`src/rtl/gpr_bypass_sb_pkg.sv`:
```
// Shared datapath constants for the pipelined register file.
package gpr_bypass_sb_pkg;

  localparam int unsigned GPR_DATA_W    = 32;
  localparam int unsigned GPR_ADDR_W    = 5;
  localparam int unsigned GPR_OVF_CNT_W = 8;
  localparam int unsigned REG_ZERO      = 0;

endpackage : gpr_bypass_sb_pkg

```
`src/rtl/gpr_bypass_sb_ovf_counter.sv`:
```
// Sticky overflow flag with a saturating event counter; clear beats increment.
module ovf_counter #(
  parameter int unsigned CNT_W = 8
) (
  input  logic             clk,
  input  logic             rst,
  input  logic             inc,
  input  logic             clr,
  output logic             flag,
  output logic [CNT_W-1:0] cnt
);

  logic             r_flag;
  logic [CNT_W-1:0] r_cnt;

  always_ff @(posedge clk or posedge rst) begin
    if (rst) begin
      r_flag <= 1'b0;
      r_cnt  <= '0;
    end else if (clr) begin
      r_flag <= 1'b0;
      r_cnt  <= '0;
    end else if (inc) begin
      r_flag <= 1'b1;
      if (r_cnt != {CNT_W{1'b1}}) begin
        r_cnt <= r_cnt + CNT_W'(1);
      end
    end
  end

  assign flag = r_flag;
  assign cnt  = r_cnt;

endmodule : ovf_counter

```
`src/rtl/gpr_bypass_sb.sv`:
```
// General-purpose register file with write-to-read bypass, pending-write
// scoreboard and overflow tracking.
module gpr_bypass_sb
  import gpr_bypass_sb_pkg::*;
#(
  parameter int unsigned DATA_W    = GPR_DATA_W,
  parameter int unsigned ADDR_W    = GPR_ADDR_W,
  parameter int unsigned OVF_CNT_W = GPR_OVF_CNT_W
) (
  input  logic                 clk,
  input  logic                 rst,
  input  logic [ADDR_W-1:0]    ra,
  input  logic [ADDR_W-1:0]    rb,
  output logic [DATA_W-1:0]    rda,
  output logic [DATA_W-1:0]    rdb,
  output logic                 busy_a,
  output logic                 busy_b,
  input  logic                 iss_en,
  input  logic [ADDR_W-1:0]    iss_rd,
  input  logic                 we,
  input  logic [ADDR_W-1:0]    rw,
  input  logic [DATA_W-1:0]    wd,
  input  logic                 overflow,
  input  logic                 ovf_clr,
  output logic                 ovf_flag,
  output logic [OVF_CNT_W-1:0] ovf_cnt
);

  localparam int unsigned DEPTH = 2 ** ADDR_W;
  localparam logic [ADDR_W-1:0] ADDR_ZERO = ADDR_W'(REG_ZERO);

  logic [DATA_W-1:0] r_regs [DEPTH];
  logic [DEPTH-1:0]  r_pend;

  logic w_retire;
  logic w_commit;
  logic w_issue;
  logic w_byp_a;
  logic w_byp_b;
  logic w_clr_a;
  logic w_clr_b;

  // A retire frees the scoreboard entry even if the result is discarded.
  assign w_retire = we && (rw != ADDR_ZERO);
  assign w_commit = w_retire && !overflow;
  assign w_issue  = iss_en && (iss_rd != ADDR_ZERO);

  always_ff @(posedge clk or posedge rst) begin
    if (rst) begin
      for (int i = 0; i < int'(DEPTH); i++) begin
        r_regs[i] <= '0;
      end
    end else if (w_commit) begin
      r_regs[rw] <= wd;
    end
  end

  // Issue is applied after retire so a same-register collision stays pending.
  always_ff @(posedge clk or posedge rst) begin
    if (rst) begin
      r_pend <= '0;
    end else begin
      if (w_retire) begin
        r_pend[rw] <= 1'b0;
      end
      if (w_issue) begin
        r_pend[iss_rd] <= 1'b1;
      end
    end
  end

  assign w_byp_a = w_commit && (rw == ra);
  assign w_byp_b = w_commit && (rw == rb);
  assign w_clr_a = w_retire && (rw == ra);
  assign w_clr_b = w_retire && (rw == rb);

  // Gate with rst so an in-flight commit cannot leak through the bypass.
  always_comb begin
    rda = '0;
    rdb = '0;
    if (!rst && (ra != ADDR_ZERO)) begin
      rda = w_byp_a ? wd : r_regs[ra];
    end
    if (!rst && (rb != ADDR_ZERO)) begin
      rdb = w_byp_b ? wd : r_regs[rb];
    end
  end

  assign busy_a = !rst && r_pend[ra] && !w_clr_a;
  assign busy_b = !rst && r_pend[rb] && !w_clr_b;

  ovf_counter #(
    .CNT_W (OVF_CNT_W)
  ) u_ovf_counter (
    .clk  (clk),
    .rst  (rst),
    .inc  (we && overflow),
    .clr  (ovf_clr),
    .flag (ovf_flag),
    .cnt  (ovf_cnt)
  );

endmodule : gpr_bypass_sb

```
`config.mk`:
```
export PLATFORM = sky130hd
export DESIGN_NAME = gpr_bypass_sb
export DESIGN_NICKNAME = d
export VERILOG_FILES = /design/src/rtl/gpr_bypass_sb_pkg.sv /design/src/rtl/gpr_bypass_sb_ovf_counter.sv /design/src/rtl/gpr_bypass_sb.sv
export SDC_FILE = /design/constraint.sdc
export NUM_CORES = 2
export LEC_CHECK = 0
export ABC_AREA = 0
export CAP_MARGIN = 0
export CORE_UTILIZATION = 54
export CTS_BUF_LIST = sky130_fd_sc_hd__clkbuf_4 sky130_fd_sc_hd__clkbuf_8
export DETAILED_ROUTE_END_ITERATION = 8
export GPL_TIMING_DRIVEN = 0
export PLACE_DENSITY_LB_ADDON = 0.05
export SKIP_LAST_GASP = 1
export SYNTH_ARGS = -nofsm -noshare
export SYNTH_HDL_FRONTEND = slang
export SYNTH_SLANG_ARGS = --single-unit
```
`constraint.sdc`:
```
create_clock -name clk -period 41.4 [get_ports clk]
set_input_delay 8.28 -clock clk [delete_from_list [all_inputs] [get_ports clk]]
set_output_delay 8.28 -clock clk [all_outputs]
set_load 0.02 [all_outputs]
```
==> run metrics <==
Inst Count DP=5462; yosys synthesis warning count=0; class of the tightest hold or removal check=reg -> reg; number of fill cells=8198; Die Span Y=328 um; kind of end point of the critical path=output pin; clock network latency to the later pin of the worst-skew pair=just under 0.9 ns; final count of negative-setup-slack endpoints=0; Worst Max-Slew Pin Slew=1.65 ns; sequential fraction of the synthesis area=46.5%; global-route wire length before repair=308 mm; library cells used by synthesis=49; average via count per standard cell=7.03; area of the core=105000 um^2; Routed wire per std cell=38.1 um; Overall Global Routing Usage=41.7%; fraction of registers with async set/reset=100%; cells taking the most area after synthesis=sky130_fd_sc_hd__dfrtp_1 47%, sky130_fd_sc_hd__mux2_2 19%, sky130_fd_sc_hd__mux4_2 18%; maximum number of pins on one net before global-route repair=42; share of post-route cells with drive strength above 1=roughly 46%; DRC errors left=0; Synthesized Nets=3983; power per unit of standard cell area=44.3 nW/um^2; worst slack, placed=20.34 ns; via count of the first global-routing pass=40073; worst-path fanout max=10; total of flip-flops plus latches after synthesis=between 1000 and 1500; failing checks=capacitance limit, slew limit; number of buffers inserted to repair setup after CTS=0; fraction of the cycle the final worst path needs=51.5%; Final Slew Violations=33; TritonCTS clock tree=built; Antenna Violating Nets Remaining=0; # nets final=~4300; number of I/O pins=133; clock tree skew after final layout=0.00416 ns; initial core utilization=54.4%; post-CTS clock slew at the launch and capture registers of the worst setup and hold paths=0.06 ns; proportion of netlist area held by the largest area contributor=46.5%; cell depth of the worst hold path=1; Buf+Inv Stages, Crit Path=4; cell types with the highest counts after synthesis=1065 x sky130_fd_sc_hd__dfrtp_1, 977 x sky130_fd_sc_hd__mux2_2, 470 x sky130_fd_sc_hd__mux4_2, 290 x sky130_fd_sc_hd__mux2i_1, 180 x sky130_fd_sc_hd__clkbuf_1; library cell with the highest instance count after synthesis=sky130_fd_sc_hd__dfrtp_1; Max Cap Violations=5; post-synthesis to final-layout area growth=13.4%; cell depth of the worst flop-to-flop path=6; cell with the biggest individual delay on the critical path=sky130_fd_sc_hd__clkbuf_1; post-synthesis cell type with the largest combined area=sky130_fd_sc_hd__dfrtp_1; antenna violations before repair=13; Fin Setup TNS=0 ns; maximum ir drop on the vdd rail=about 0.000028 V; worst hold path endpoint=r_regs[1008]; critical register-to-register path startpoint=u_ovf_counter.cnt[0]; die span in x=about 330 um; ordered cell list for the critical path=buf_2 > clkbuf_1 > clkbuf_1 > mux4_2 > mux2i_1 > o21ai_0 > nor3_1 > nor2_1 > clkdlybuf4s50_1; routed wire length=222 mm; number of standard-cell rows in the floorplan=119; Worst setup SP type=input port; detailed placement HPWL=160 mm; post-layout minimum cycle time=roughly 21 ns; endpoint required time on the critical path=33.12 ns; port bufs=about 120; Final Worst Setup Slack=~20 ns; flip-flop cell with the highest count after synthesis=sky130_fd_sc_hd__dfrtp_1; Max-Slew Margin vs Limit=-9.67%; clock buffer depth=3; root buffer cell=sky130_fd_sc_hd__clkbuf_8; global-route congestion overflow total=0; Total Die Area=107000 um^2; Arrival @ worst endpoint=13.06 ns; Max Fclk=0.0469 GHz; non-filler cells in the finished layout=just under 6000; number of H-tree branching levels=4; first-iteration detailed-routing DRC count=between 5000 and 6000; reg-to-reg slack, setup=39.48 ns; number of optimization iterations in the first detailed-route pass=6; Worst Hold Launch=r_regs[1008]; post-synthesis area per instance=14.6 um^2; delay of the slowest cell on the worst path=1.22 ns; Power Total=2.88 mW; total leakage power=29.1 nW; number of buffers created by CTS=around 180; outcome=complete, but fails checks; total number of vias=40901; CP top delay family=buffers and inverters; Clock Sinks=1065; number of hold violations in the final report=0; post-cts hold buffer count=0; number of enable flip-flop cells after synthesis=0; critical path class=in -> out; cells after synthesis=3924; number of resized instances in the post-cts repair step=0; routability cong.=0.988; netlist area before placement=approximately 57000 um^2; Top cell by count, worst path=sky130_fd_sc_hd__clkbuf_1; Worst R2R End=u_ovf_counter.cnt[5]; unrepaired setup endpoints after global routing=no
## metal layers
metal  track usage, %  wire length (um)  vias to the layer above
met5                0                43                        -
met4             20.4             12600                        6
met3             15.9             28600                      651
met2             59.1             94400                     2755
met1             56.5             85900                    21676
li1                 -                 -                    15813
## how the worst max path moves through the flow
stage / slack [ns] / start / depth (start not counted) / end
6_report: 20.06 / ra[1] / 9 / rda[2]
5_1_grt: 20.05 / rst / 9 / rdb[19]
4_1_cts: 20.31 / rst / 9 / rdb[1]
3_5_place_dp: 20.34 / rst / 9 / rdb[1]
3_3_place_gp: -5.80 / rst / 7 / rdb[1]
2_1_floorplan: 5.98 / rst / 5 / rdb[0]
## per-stage QoR
step,area [um^2],hold slack [ns],util (%)
6_report,65000,0.476,61.7
5_1_grt,64900,0.492,61.7
4_1_cts,64900,0.479,61.7
3_5_place_dp,60800,0.467,57.8
3_3_place_gp,60200,0.453,57.2
2_1_floorplan,57300,0.441,-
## kinds of logic (layout without fill, tap and decap cells)
logic type               count (synthesis)  in the layout  share of synthesized area [%]
multiplexers                          1752           1752                           43.0
other                                    0             19                              0
XOR/XNOR                                14             14                          0.214
AND/OR/NAND/NOR                        247            247                           2.15
buffers and inverters                  449            931                           3.65
flip-flops                            1065           1065                           46.5
AO/OA/AOI/OAI                          396            396                           4.42
adder cells (fa/ha/maj)                  1              1                         0.0218
## sequential cells by signal (all words and copies together) (netlist names)
name and count:
r_regs 1024, r_pend 32, u_ovf_counter.flag 1, u_ovf_counter.cnt 8
## layout make-up
class / instances / area [um^2] / area share (%)
tap: 1391 / 1740 / 2.68
timing repair buffer: 147 / 1790 / 2.75
buffer: 443 / 2070 / 3.19
antenna: 19 / 47.5 / 0.0732
clock inverter: 26 / 178 / 0.273
inverter: 6 / 26.3 / 0.0404
sequential: 1065 / 26700 / 41.0
multi-input combinational: 2410 / 28600 / 44.0
clock buffer: 309 / 3920 / 6.02
## power breakdown
part / switching, mW / total (mW) / internal [mW]
Combinational: 0.266 / 0.539 / 0.273
Clock: 0.465 / 1.06 / 0.600
Sequential: 0.100 / 1.28 / 1.18
## cells in the final DEF (no fill, tap or decap), types with 4 or more instances in the layout
| cell | Yosys | final |
|---|---|---|
| sky130_fd_sc_hd__nor2_4 | 7 | 7 |
| sky130_fd_sc_hd__nand2_1 | 60 | 60 |
| sky130_fd_sc_hd__or2_2 | 4 | 4 |
| sky130_fd_sc_hd__mux2_1 | 15 | 15 |
| sky130_fd_sc_hd__diode_2 | 0 | 19 |
| sky130_fd_sc_hd__nand3b_1 | 4 | 4 |
| sky130_fd_sc_hd__buf_1 | 56 | 54 |
| sky130_fd_sc_hd__o21ai_0 | 127 | 127 |
| sky130_fd_sc_hd__and3b_1 | 5 | 5 |
| sky130_fd_sc_hd__nor3b_1 | 4 | 4 |
| sky130_fd_sc_hd__buf_2 | 166 | 168 |
| sky130_fd_sc_hd__nand3_1 | 43 | 43 |
| sky130_fd_sc_hd__clkdlybuf4s50_1 | 0 | 116 |
| sky130_fd_sc_hd__buf_4 | 28 | 28 |
| sky130_fd_sc_hd__clkbuf_4 | 1 | 55 |
| sky130_fd_sc_hd__xnor2_1 | 9 | 9 |
| sky130_fd_sc_hd__clkbuf_1 | 180 | 178 |
| sky130_fd_sc_hd__o22ai_1 | 31 | 31 |
| sky130_fd_sc_hd__xor2_1 | 5 | 5 |
| sky130_fd_sc_hd__nor2_1 | 54 | 54 |
| sky130_fd_sc_hd__a221o_1 | 32 | 32 |
| sky130_fd_sc_hd__mux4_2 | 470 | 470 |
| sky130_fd_sc_hd__clkinv_2 | 0 | 19 |
| sky130_fd_sc_hd__mux2_2 | 977 | 977 |
| sky130_fd_sc_hd__dfrtp_1 | 1065 | 1065 |
| sky130_fd_sc_hd__nor3_1 | 37 | 37 |
| sky130_fd_sc_hd__nand4_1 | 8 | 8 |
| sky130_fd_sc_hd__buf_12 | 0 | 30 |
| sky130_fd_sc_hd__a21oi_1 | 67 | 67 |
| sky130_fd_sc_hd__mux2i_1 | 290 | 290 |
| sky130_fd_sc_hd__o211ai_1 | 37 | 37 |
| sky130_fd_sc_hd__a22oi_1 | 95 | 95 |
| sky130_fd_sc_hd__nor2b_1 | 6 | 6 |
| sky130_fd_sc_hd__buf_6 | 12 | 12 |
| sky130_fd_sc_hd__clkbuf_8 | 0 | 255 |
| sky130_fd_sc_hd__inv_1 | 5 | 4 |
No activity file was read; power rests on OpenSTA's default activity.
